File: config.mk
export PLATFORM = sky130hd
export DESIGN_NAME = pred_update_queue
export DESIGN_NICKNAME = d
export VERILOG_FILES = /design/src/rtl/pred_update_queue.sv
export SDC_FILE = /design/constraint.sdc
export NUM_CORES = 1
export LEC_CHECK = 0
export ABC_AREA = 1
export BUFFER_PORTS_ARGS = -buffer_cell sky130_fd_sc_hd__buf_2
export CAP_MARGIN = 40
export CORE_MARGIN = 2
export CORE_UTILIZATION = 40
export CTS_CLUSTER_DIAMETER = 50
export DETAILED_ROUTE_END_ITERATION = 16
export PLACE_DENSITY = 0.54
export SETUP_SLACK_MARGIN = 0.5
export SLEW_MARGIN = 20
export SYNTH_ARGS = -nofsm -noshare
export SYNTH_HDL_FRONTEND = slang
export SYNTH_SLANG_ARGS = --single-unit
File: constraint.sdc
create_clock -name clk -period 9 [get_ports clk]
set_input_delay 0.45 -clock clk [delete_from_list [all_inputs] [get_ports clk]]
set_output_delay 0.45 -clock clk [all_outputs]
set_load 0.03 [all_outputs]
File: src/rtl/pred_update_queue.sv
// Branch-resolution update queue: absorbs up to two retiring branches per cycle
// from commit and issues one predictor update per cycle in strict FIFO order.
module pred_update_queue #(
  parameter int unsigned DEPTH = 8,
  parameter int unsigned CNTW  = 16
) (
  input  logic            clk,
  input  logic            reset,
  input  logic [1:0]      in_valid,
  input  logic [31:0]     in_pc_0,
  input  logic [31:0]     in_pc_1,
  input  logic [2:0]      in_ins_type_0,
  input  logic [2:0]      in_ins_type_1,
  input  logic            in_is_cond_0,
  input  logic            in_is_cond_1,
  input  logic            in_taken_0,
  input  logic            in_taken_1,
  input  logic            in_mispred_0,
  input  logic            in_mispred_1,
  input  logic [31:0]     in_target_0,
  input  logic [31:0]     in_target_1,
  output logic            in_ready,
  output logic            branch_mistaken,
  output logic [31:0]     wrong_pc,
  output logic [31:0]     right_target,
  output logic [2:0]      ins_type_w,
  output logic            update_orien_en,
  output logic [31:0]     retire_pc,
  output logic            right_orien,
  output logic [CNTW-1:0] stat_cond_cnt,
  output logic [CNTW-1:0] stat_mispred_cnt
);

  localparam int unsigned AW = $clog2(DEPTH);
  localparam int unsigned CW = AW + 1;
  localparam int unsigned SW = CW + 1;

  typedef struct packed {
    logic [31:0] pc;
    logic [2:0]  ins_type;
    logic        is_cond;
    logic        taken;
    logic        mispred;
    logic [31:0] target;
  } entry_t;

  entry_t          mem [DEPTH];
  logic [AW-1:0]   wr_ptr;
  logic [AW-1:0]   rd_ptr;
  logic [CW-1:0]   count;
  entry_t          ent_0;
  entry_t          ent_1;
  entry_t          head;
  logic            push_0;
  logic            push_1;
  logic [1:0]      n_push;
  logic            pop;

  assign ent_0 = '{pc: in_pc_0, ins_type: in_ins_type_0, is_cond: in_is_cond_0,
                   taken: in_taken_0, mispred: in_mispred_0, target: in_target_0};
  assign ent_1 = '{pc: in_pc_1, ins_type: in_ins_type_1, is_cond: in_is_cond_1,
                   taken: in_taken_1, mispred: in_mispred_1, target: in_target_1};

  // Only slots that need a predictor update are enqueued.
  assign in_ready = (CW'(DEPTH) - count) >= CW'(2);
  assign push_0   = in_ready & in_valid[0] & (in_is_cond_0 | in_mispred_0);
  assign push_1   = in_ready & in_valid[1] & (in_is_cond_1 | in_mispred_1);
  assign n_push   = 2'(push_0) + 2'(push_1);
  assign pop      = (count != '0);
  assign head     = mem[rd_ptr];

  // Storage array: slot 0 takes wr_ptr, slot 1 follows it when both push.
  always_ff @(posedge clk) begin
    if (push_0) mem[wr_ptr] <= ent_0;
    if (push_1) mem[push_0 ? wr_ptr + AW'(1) : wr_ptr] <= ent_1;
  end

  always_ff @(posedge clk) begin
    if (reset) begin
      wr_ptr <= '0;
      rd_ptr <= '0;
      count  <= '0;
    end else begin
      wr_ptr <= wr_ptr + AW'(n_push);
      rd_ptr <= rd_ptr + AW'(pop);
      count  <= count + CW'(n_push) - CW'(pop);
    end
  end

  // Output stage: enables pulse only on a pop, data fields hold otherwise.
  always_ff @(posedge clk) begin
    if (reset) begin
      branch_mistaken  <= 1'b0;
      wrong_pc         <= '0;
      right_target     <= '0;
      ins_type_w       <= '0;
      update_orien_en  <= 1'b0;
      retire_pc        <= '0;
      right_orien      <= 1'b0;
      stat_cond_cnt    <= '0;
      stat_mispred_cnt <= '0;
    end else begin
      branch_mistaken <= 1'b0;
      update_orien_en <= 1'b0;
      if (pop) begin
        branch_mistaken <= head.mispred;
        wrong_pc        <= head.pc;
        right_target    <= head.target;
        ins_type_w      <= head.ins_type;
        update_orien_en <= head.is_cond;
        retire_pc       <= head.pc;
        right_orien     <= head.taken;
        if (head.is_cond && (stat_cond_cnt != '1))
          stat_cond_cnt <= stat_cond_cnt + CNTW'(1);
        if (head.mispred && (stat_mispred_cnt != '1))
          stat_mispred_cnt <= stat_mispred_cnt + CNTW'(1);
      end
    end
  end

  overflow_a: assert property (@(posedge clk) disable iff (reset)
    (SW'(count) + SW'(n_push)) <= (SW'(DEPTH) + SW'(pop)));
  underflow_a: assert property (@(posedge clk) disable iff (reset)
    pop |-> (count != '0));

endmodule

## After elaboration in Yosys (flattened, before gate mapping)

Memory sizes are Yosys's and may differ from the RTL's. A register that Yosys moved wholly into a read port is not among the register bits.
Index checks and enable logic that the tools add are counted.

- Flip-flop bits (word level): 112
- Bits in writable memories: 560
- Logic and storage cells: 43
- Memories kept: 1
- Output and inout port bits: 135
- Input bits: 144

- Multiplexer cells: 6
- Bitwise logic cells: 7
- $add $sub $neg: 9
- Reduce and logical (&&, ||, !) cells: 6
- Magnitude comparators: 1
- Eq/ne operators: 2

Memory list:

| name | depth | width | rd ports | clocked after Yosys merged registers in | write ports | line | text |
|---|---|---|---|---|---|---|---|
| mem | 8 | 70 | 1 | 1 | 2 | 47 | `entry_t mem [DEPTH];` |

Operators with widths:

| cell | number |
|---|---|
| 16-bit by 1-bit adder with 16-bit output (second input constant) | 2 |
| 16-bit != test (second input constant) | 2 |
| 3-bit two-way mux | 2 |
| 4-bit by 2-bit adder with 4-bit output | 1 |
| 1-bit bitwise AND | 4 |
| 4-bit by 2-bit greater-or-equal comparator with 1-bit output (second input constant) | 1 |
| 1-bit two-way mux | 4 |
| 2-bit AND reduction | 2 |
| 4-bit nonzero test | 1 |
| 4-bit by 1-bit subtractor with 4-bit output | 1 |
| 4-bit subtractor (first input constant) | 1 |
| 3-bit by 1-bit adder with 3-bit output | 1 |
| 3-bit by 1-bit adder with 3-bit output (second input constant) | 1 |
| 3-bit by 2-bit adder with 3-bit output | 1 |
| 1-bit by 1-bit adder with 2-bit output | 1 |
| 1-bit logical AND | 2 |
| 1-bit OR | 2 |
| 2-bit OR reduction | 1 |
| 1-bit inverter | 1 |

## Logic depth before layout (Yosys ltp)

Gate-level depths: netlist of run 1.

- Depth in word-level cells: 7
- Gate-level depth with buffers: 18
- Gate-level depth less buffers: 18

## Least setup slack after synthesis of run 1

No wires, ideal clock.

- Kind: register to register
- From: register count[0]
- To: memory mem[2][0] (netlist name), enable pin
- Setup slack: 1.507 ns
- Stages on the path, launching flop included: 13
- Library setup time: 0.595 ns
- Path buffers: 2
- Required time: 8.405 ns
- Period minus slack after synthesis: 7.493 ns
- Arrival: 6.898 ns
- Cells stage by stage: dfxtp_1 inv_2 ha_1 or2_1 nor2_2 nand3_4 nand2_4 nand2_2 nand2_4 nand2_4 buf_2 buf_2 o21ai_0

RTL lines:

| item | line | text |
|---|---|---|
| from (decl) | 50 | `logic [CW-1:0] count;` |
| from (signal assigned) | 86 | `count <= count + CW'(n_push) - CW'(pop);` |
| to (decl) | 47 |  |

==> results_dict.tcl, run 1 <==
set metrics [dict create \
    max_stage_delay_ps 780 \
    drt_pass1_iterations 6 \
    drt-initial-drc-count 2707 \
    initial_utilization 0.404 \
    relSlewSlack 0.405 \
    fp-row-count 107 \
    tns_ps 0 \
    wl_mm 120 \
    hold_viol_final 0 \
    cts_tree "built" \
    required_ps 9510 \
    wl_per_cell_um 22.7 \
    yosys-top-cells-area "edfxtp_1, nand2_1, o21ai_0" \
    fin_hold_ws_ps 163 \
    crit_chain "inv_2, ha_1, or2_1, nor2_2, nand3_4, nand2_4, nand2_2, nand2_4, nand2_8, buf_4, nor2_4, buf_4, nand2_1, nand2_1" \
    cts_buffers 96 \
    maxCapViolations 0 \
    postCtsSetupBuffers 0 \
    drc 0 \
    vias 30000 \
    yosysUniqueCellTypes 38 \
    cts_resized 0 \
    nFillCells 8305 \
    grt_pass1_wl_mm 183 \
    syn2layout_area_growth_pct 15.5 \
    fin_crit_ps 4360 \
    crit_type "reg2reg" \
    outcome "completed" \
    cts_sinks 672 \
    fin_util 0.467 \
    setup_viol 0 \
    path_max_fanout 94 \
    seq_area_frac_synth 0.552 \
    fin_ws_ps 4640 \
    synth_top_area_cell "edfxtp_1" \
    synth_top_area_share 0.487 \
    clk_latency_ps 660 \
    crit_buf_inv 3 \
    dieArea_sq_um 88700 \
    start_kind "register" \
    p_leak_nw 15.5 \
    power_mw 13.6 \
    cts_hold_buffers 0 \
    path_clk_slew_ps 60 \
    hpwl_mm 67.8 \
    hold_class "in2reg" \
    crit_path_end_kind "register" \
    drive_gt1_frac 0.132 \
    ant_nets 0 \
    htreeDepth 3 \
    via_per_inst 5.66 \
    port_buffers 278 \
    syn_area_sq_um 34500 \
    grt_max_degree 142 \
    place_ws_ps 4690 \
    die_x_um 298 \
    slew_viol_final 0 \
    cts_root_buf "clkbuf_16" \
    synthCells 4038 \
    finalCritPeriodShare 0.484 \
    syn_avg_cell_area_sq_um 8.55 \
    grt_setup_unrepaired "false" \
    grt.overflow.total 0 \
    clockBufferDepth 3 \
    num_io_pins 279 \
    tightestPinTransition_ps 892 \
    cpLargestDelayFamily "simple AND/OR/NAND/NOR gates" \
    die_y_um 298 \
    cpMaxStageDelayCell "buf_4" \
    antenna_found_initial 16 \
    fmax_ghz 0.229 \
    worstPathArrival_ps 4870 \
    finClkSkew_ps 33.3 \
    syn_nets 4199 \
    vdd_drop_max_mv 0.271 \
    gp_congestion 0.790 \
    ys.warnings.count 0 \
    power.density_nw_per_um2 340 \
    grt_util_all_layers 0.268 \
    synth-seq-cells 672 \
    grt_pass1_vias 29000 \
    num-nets-final 4233 \
    core_area_sq_um 85400 \
]
worst reg2reg max path, stage by stage (launching register included):
cell and delay (ps):
dfxtp_1 340, inv_2 60, ha_1 270, or2_1 230, nor2_2 150, nand3_4 150
nand2_4 130, nand2_2 70, nand2_4 160, nand2_8 430, buf_4 570, nor2_4 600
buf_4 780, nand2_1 140, nand2_1 110
path summary, 6_finish.rpt:
| check | to | from | depth (start not counted) | slack (ps) |
|---|---|---|---|---|
| hold reg to reg | right_target[29]$_SDFFE_PP0N_ | right_target[29]$_SDFFE_PP0N_ | 2 | 470 |
| hold / removal | mem[4][30]$_DFFE_PP_ | in_target_0[30] | 3 | 160 |
| setup / recovery | mem[1][67]$_DFFE_PP_ | count[0]$_SDFF_PP0_ | 14 | 4640 |
| setup reg to reg | mem[1][67]$_DFFE_PP_ | count[0]$_SDFF_PP0_ | 14 | 4640 |
layout by cell type, fill, tap and decap left out, types with 9 or more instances in the layout:
| master | synthesis | layout |
|---|---|---|
| nand2_1 | 1245 | 1243 |
| o21ai_0 | 617 | 611 |
| edfxtp_1 | 560 | 560 |
| nand3_1 | 415 | 415 |
| nor2_1 | 336 | 335 |
| buf_2 | 107 | 278 |
| dfxtp_1 | 112 | 109 |
| o221ai_1 | 103 | 103 |
| clkbuf_16 | 0 | 98 |
| buf_4 | 32 | 48 |
| inv_1 | 40 | 36 |
| o22ai_1 | 33 | 33 |
| a21oi_1 | 33 | 33 |
| o21ai_1 | 29 | 29 |
| clkbuf_1 | 248 | 18 |
| buf_16 | 0 | 18 |
| ha_1 | 15 | 15 |
| nor3_1 | 12 | 12 |
| clkinv_1 | 1 | 12 |
| clkinv_2 | 0 | 11 |
| xor2_1 | 11 | 11 |
| diode_2 | 0 | 10 |
| xnor2_1 | 10 | 10 |
| buf_12 | 0 | 10 |
| bufinv_16 | 0 | 9 |
| clkinvlp_4 | 0 | 9 |
state kept, by name, summed over array words and instances, names as in the netlist:
register	count
retire_pc	32
update_orien_en	1
mem	560
right_orien	1
ins_type_w	3
right_target	32
count	4
branch_mistaken	1
wr_ptr	3
rd_ptr	3
stat_cond_cnt	16
stat_mispred_cnt	16
metrics by stage:
stage	instance area, sq um	instances
floorplan	34500	4038
global route	39900	5302
CTS	39800	5290
detailed placement	36600	5113
global placement	36000	5090
finish	39900	5305
where the power goes:
group / switching [mW] / internal (mW) / leakage, nW / total (mW)
combinational: 4.02 / 1.29 / 7.98 / 5.31
clock: 1.49 / 2.30 / 1.53 / 3.79
sequential: 0.256 / 4.20 / 6.02 / 4.46
total: 5.76 / 7.79 / 15.5 / 13.6
routing by layer:
metal | track usage | vias up | wire, um
met5 | 0 | - | 82
met2 | 0.433 | 1229 | 56200
met3 | 0.0450 | 184 | 9870
met1 | 0.365 | 14600 | 51100
li1 | - | 14000 | -
met4 | 0.0890 | 12 | 3230
Yosys cell counts:
library cell,number
nand2_1,1245
o21ai_0,617
edfxtp_1,560
nand3_1,415
nor2_1,336
clkbuf_1,248
dfxtp_1,112
buf_2,107
o221ai_1,103
inv_1,40
a21oi_1,33
o22ai_1,33
buf_4,32
o21ai_1,29
buf_6,17
buf_1,15
ha_1,15
nor3_1,12
xor2_1,11
xnor2_1,10
nand2_2,7
nand4_1,6
inv_2,5
nand2_4,5
nand3_4,3
nand3b_1,3
nor2_2,3
fa_1,2
nor2_4,2
nor2_8,2
o21a_1,2
o31ai_1,2
a21o_1,1
a21oi_4,1
a31oi_1,1
clkinv_1,1
inv_4,1
or2_1,1
final cells by class:
cell class / count / area, sq um / area share
sequential: 672 / 19100 / 0.478
multi-input combinational: 2900 / 13500 / 0.339
clock buffer: 120 / 2570 / 0.0645
timing repair buffer: 355 / 2460 / 0.0617
tap: 1144 / 1430 / 0.0359
clock inverter: 57 / 616 / 0.0154
inverter: 47 / 198 / 0.00496
antenna: 10 / 25.0 / 0.000627
cells by family after synthesis:
| family | after synthesis | share of synthesized area |
|---|---|---|
| simple gates | 2040 | 0.242 |
| compound gates | 822 | 0.132 |
| buf+inv | 466 | 0.0618 |
| fa+ha+maj | 17 | 0.00659 |
| flops | 672 | 0.552 |
| xor+xnor | 21 | 0.00532 |
Note: power is estimated with default switching activity, not from simulation.
==> inputs of run 2 (changes only) <==
- ABC_AREA: 1 -> 0
- clock period: 9 -> 4.33 ns (I/O delays scaled with it)
==> run 2 against run 1 <==
Via count shrank 34%. Final cell count shrank 32%. Critical endpoint is now mem[6][47]$_DFFE_PP_. Fmax is 21% higher.
==> results_dict.tcl, run 2 <==
set metrics [dict create \
    fmax_ghz 0.277 \
    p_int_mw 17.0 \
    hold_class "in2reg" \
    hold_viol_final 0 \
    worstPathArrival_ps 4000 \
    syn2layout_area_growth_pct 22.5 \
    hold-path-endpoint "stat_cond_cnt[8]$_SDFFE_PP0P_" \
    fp-row-count 106 \
    grt_setup_unrepaired "false" \
    switching_share 0.334 \
    clk_latency_ps 650 \
    synth_top_area_share 0.498 \
    synth-seq-cells 672 \
    antenna_found_initial 10 \
    min_from "reset" \
    seq_power_share 0.356 \
    start_kind "register" \
    syn_avg_cell_area_sq_um 16.9 \
    top_regs "mem: 560 flops, retire_pc: 32 flops, right_target: 32 flops" \
    drt_pass1_iterations 9 \
    finalCritPeriodShare 0.834 \
    cts_buffers 94 \
    gp_congestion 0.744 \
    layout_commonest_cell "edfxtp_1" \
    wl_mm 91.2 \
    crit_type "reg2reg" \
    finClkSkew_ps 21.2 \
    num_io_pins 279 \
    port_buffers 278 \
    synth_ff_type "edfxtp_1" \
    setup_viol 0 \
    grt_pass1_vias 20700 \
    fin_crit_ps 3610 \
    top_register "mem" \
    outcome "completed" \
    synth_edf_count 560 \
    num-nets-final 2621 \
    synthArstFlopShare 0 \
    rr_endpoint "mem[6][47]$_DFFE_PP_" \
    grt.overflow.total 0 \
    hpwl_mm 49.4 \
    nFillCells 7015 \
    tightestPinTransition_ps 890 \
    via_per_inst 5.43 \
    p_clk_frac 0.310 \
    relSlewSlack 0.407 \
    maxCapViolations 0 \
    fin_util 0.495 \
    core_area_sq_um 83600 \
    power.density_nw_per_um2 616 \
    crit_path_end_kind "register" \
    synth_top_area_cell "edfxtp_1" \
    slew_viol_final 0 \
    yosys-top-cells-area "edfxtp_1, mux2_2, mux2_4" \
    drive_gt1_frac 0.465 \
    grt_max_degree 104 \
    seq_area_frac_synth 0.564 \
    synthCells 1994 \
    p_leak_nw 15.1 \
    required_ps 4720 \
    path_clk_slew_ps 60 \
    combPwrFrac 0.334 \
    final_cell_mix "edfxtp_1, mux2_2, buf_2" \
    min_path_cells 3 \
    vdd_drop_max_mv 0.581 \
    regToRegSetupSlack_ps 720 \
    initial_utilization 0.404 \
    postCtsSetupBuffers 0 \
    rr_startpoint "count[0]$_SDFF_PP0_" \
    path_max_fanout 23 \
    syn_area_sq_um 33800 \
    drt-initial-drc-count 1045 \
    die_x_um 295 \
    cts_tree "built" \
    vias 19700 \
    largest_reg_flops 560 \
    fin_hold_ws_ps 483 \
    grt_util_all_layers 0.208 \
    drc 0 \
    clockBufferDepth 3 \
    ys.warnings.count 0 \
    wl_per_cell_um 25.1 \
    cts_root_buf "clkbuf_16" \
    yosys-top-cells-count "edfxtp_1, mux2_2, mux2_4" \
    ant_nets 0 \
    dieArea_sq_um 86800 \
    yosysMostFrequentCell "edfxtp_1" \
    syn_nets 2155 \
    grt_pass1_wl_mm 133 \
    cts_sinks 672 \
    critPathLaunch "count[0]$_SDFF_PP0_" \
    reg2regPathDepth 9 \
    die_y_um 295 \
    htreeDepth 3 \
    yosysUniqueCellTypes 53 \
    power.switching_mw 8.52 \
]
[run 2: cell families after synthesis]
logic type	count (synthesis)	share of synthesized area
buf+inv	180	0.0392
fa+ha+maj	17	0.00674
simple gates	215	0.0306
compound gates	107	0.0268
mux	774	0.325
xor+xnor	29	0.00752
flops	672	0.564
[run 2: how the worst max path moves through the flow]
| stage | end | slack [ps] | cells after the start |
|---|---|---|---|
| after global routing | mem[1][51]$_DFFE_PP_ | 550 | 10 |
| final | mem[6][47]$_DFFE_PP_ | 720 | 9 |
| after floorplan | mem[1][0]$_DFFE_PP_ | -620 | 8 |
| after detailed placement | count[2]$_SDFF_PP0_ | 980 | 14 |
| after CTS | mem[4][28]$_DFFE_PP_ | 560 | 9 |
| after global placement | count[2]$_SDFF_PP0_ | 1030 | 14 |
[run 2: power groups by stage]
stage                     logic [mW]  clock network, mW  registers (mW)
after CTS                       8.64               8.08            9.11
after global routing            9.12               8.33            9.21
after global placement          8.27                  0            9.21
after detailed placement        8.38                  0            9.24
final                           8.51               7.90            9.08
after floorplan                 5.64                  0            9.61
[run 2: critical path, stage by stage, from the launching register on]
cell and delay (ps):
dfxtp_1 370, inv_1 80, ha_1 290, nor2_1 230, o21ai_0 240, a221o_2 530, o311ai_4 170, buf_4 480
mux2_2 380, dlygate4sd3_1 550
[run 2: metrics by stage]
stage               cell area (sq um)  setup WS, ps  instances  total power [mW]  setup TNS (ps)
finish                          41400           718       3627              25.5               0
global route                    41400           552       3627              26.7               0
CTS                             41300           559       3619              25.8               0
detailed placement              35900           977       3231              17.6               0
global placement                35900          1030       3228              17.5               0
floorplan                       33800          -620       1994              15.2         -301360
[run 2: repair_timing]
action,4_1_cts,5_1_grt
setup endpoints to repair,0,22
gates resized for setup,0,3
hold endpoints to repair,560,12
hold buffers,210,1
[run 2: final cells by class]
| cell class | count | area, sq um | share of cell area |
|---|---|---|---|
| multi-input cells | 1142 | 13500 | 0.326 |
| well taps | 1080 | 1350 | 0.0327 |
| flip-flops and latches | 672 | 19100 | 0.461 |
| repair buffers | 534 | 4130 | 0.0998 |
| inverters | 16 | 60.1 | 0.00145 |
| clock buffers | 114 | 2480 | 0.0599 |
| diodes | 5 | 12.5 | 0.000303 |
| clock inverters | 64 | 763 | 0.0185 |
[run 2: layer usage]
layer | vias up | global-route usage | share of wire | wire [um]
met5 | - | 0 | 0.00057 | 52
met4 | 8 | 0.0511 | 0.021 | 1950
met3 | 139 | 0.0287 | 0.035 | 3180
met2 | 414 | 0.366 | 0.51 | 46100
met1 | 10300 | 0.270 | 0.44 | 39800
li1 | 8866 | - | - | -
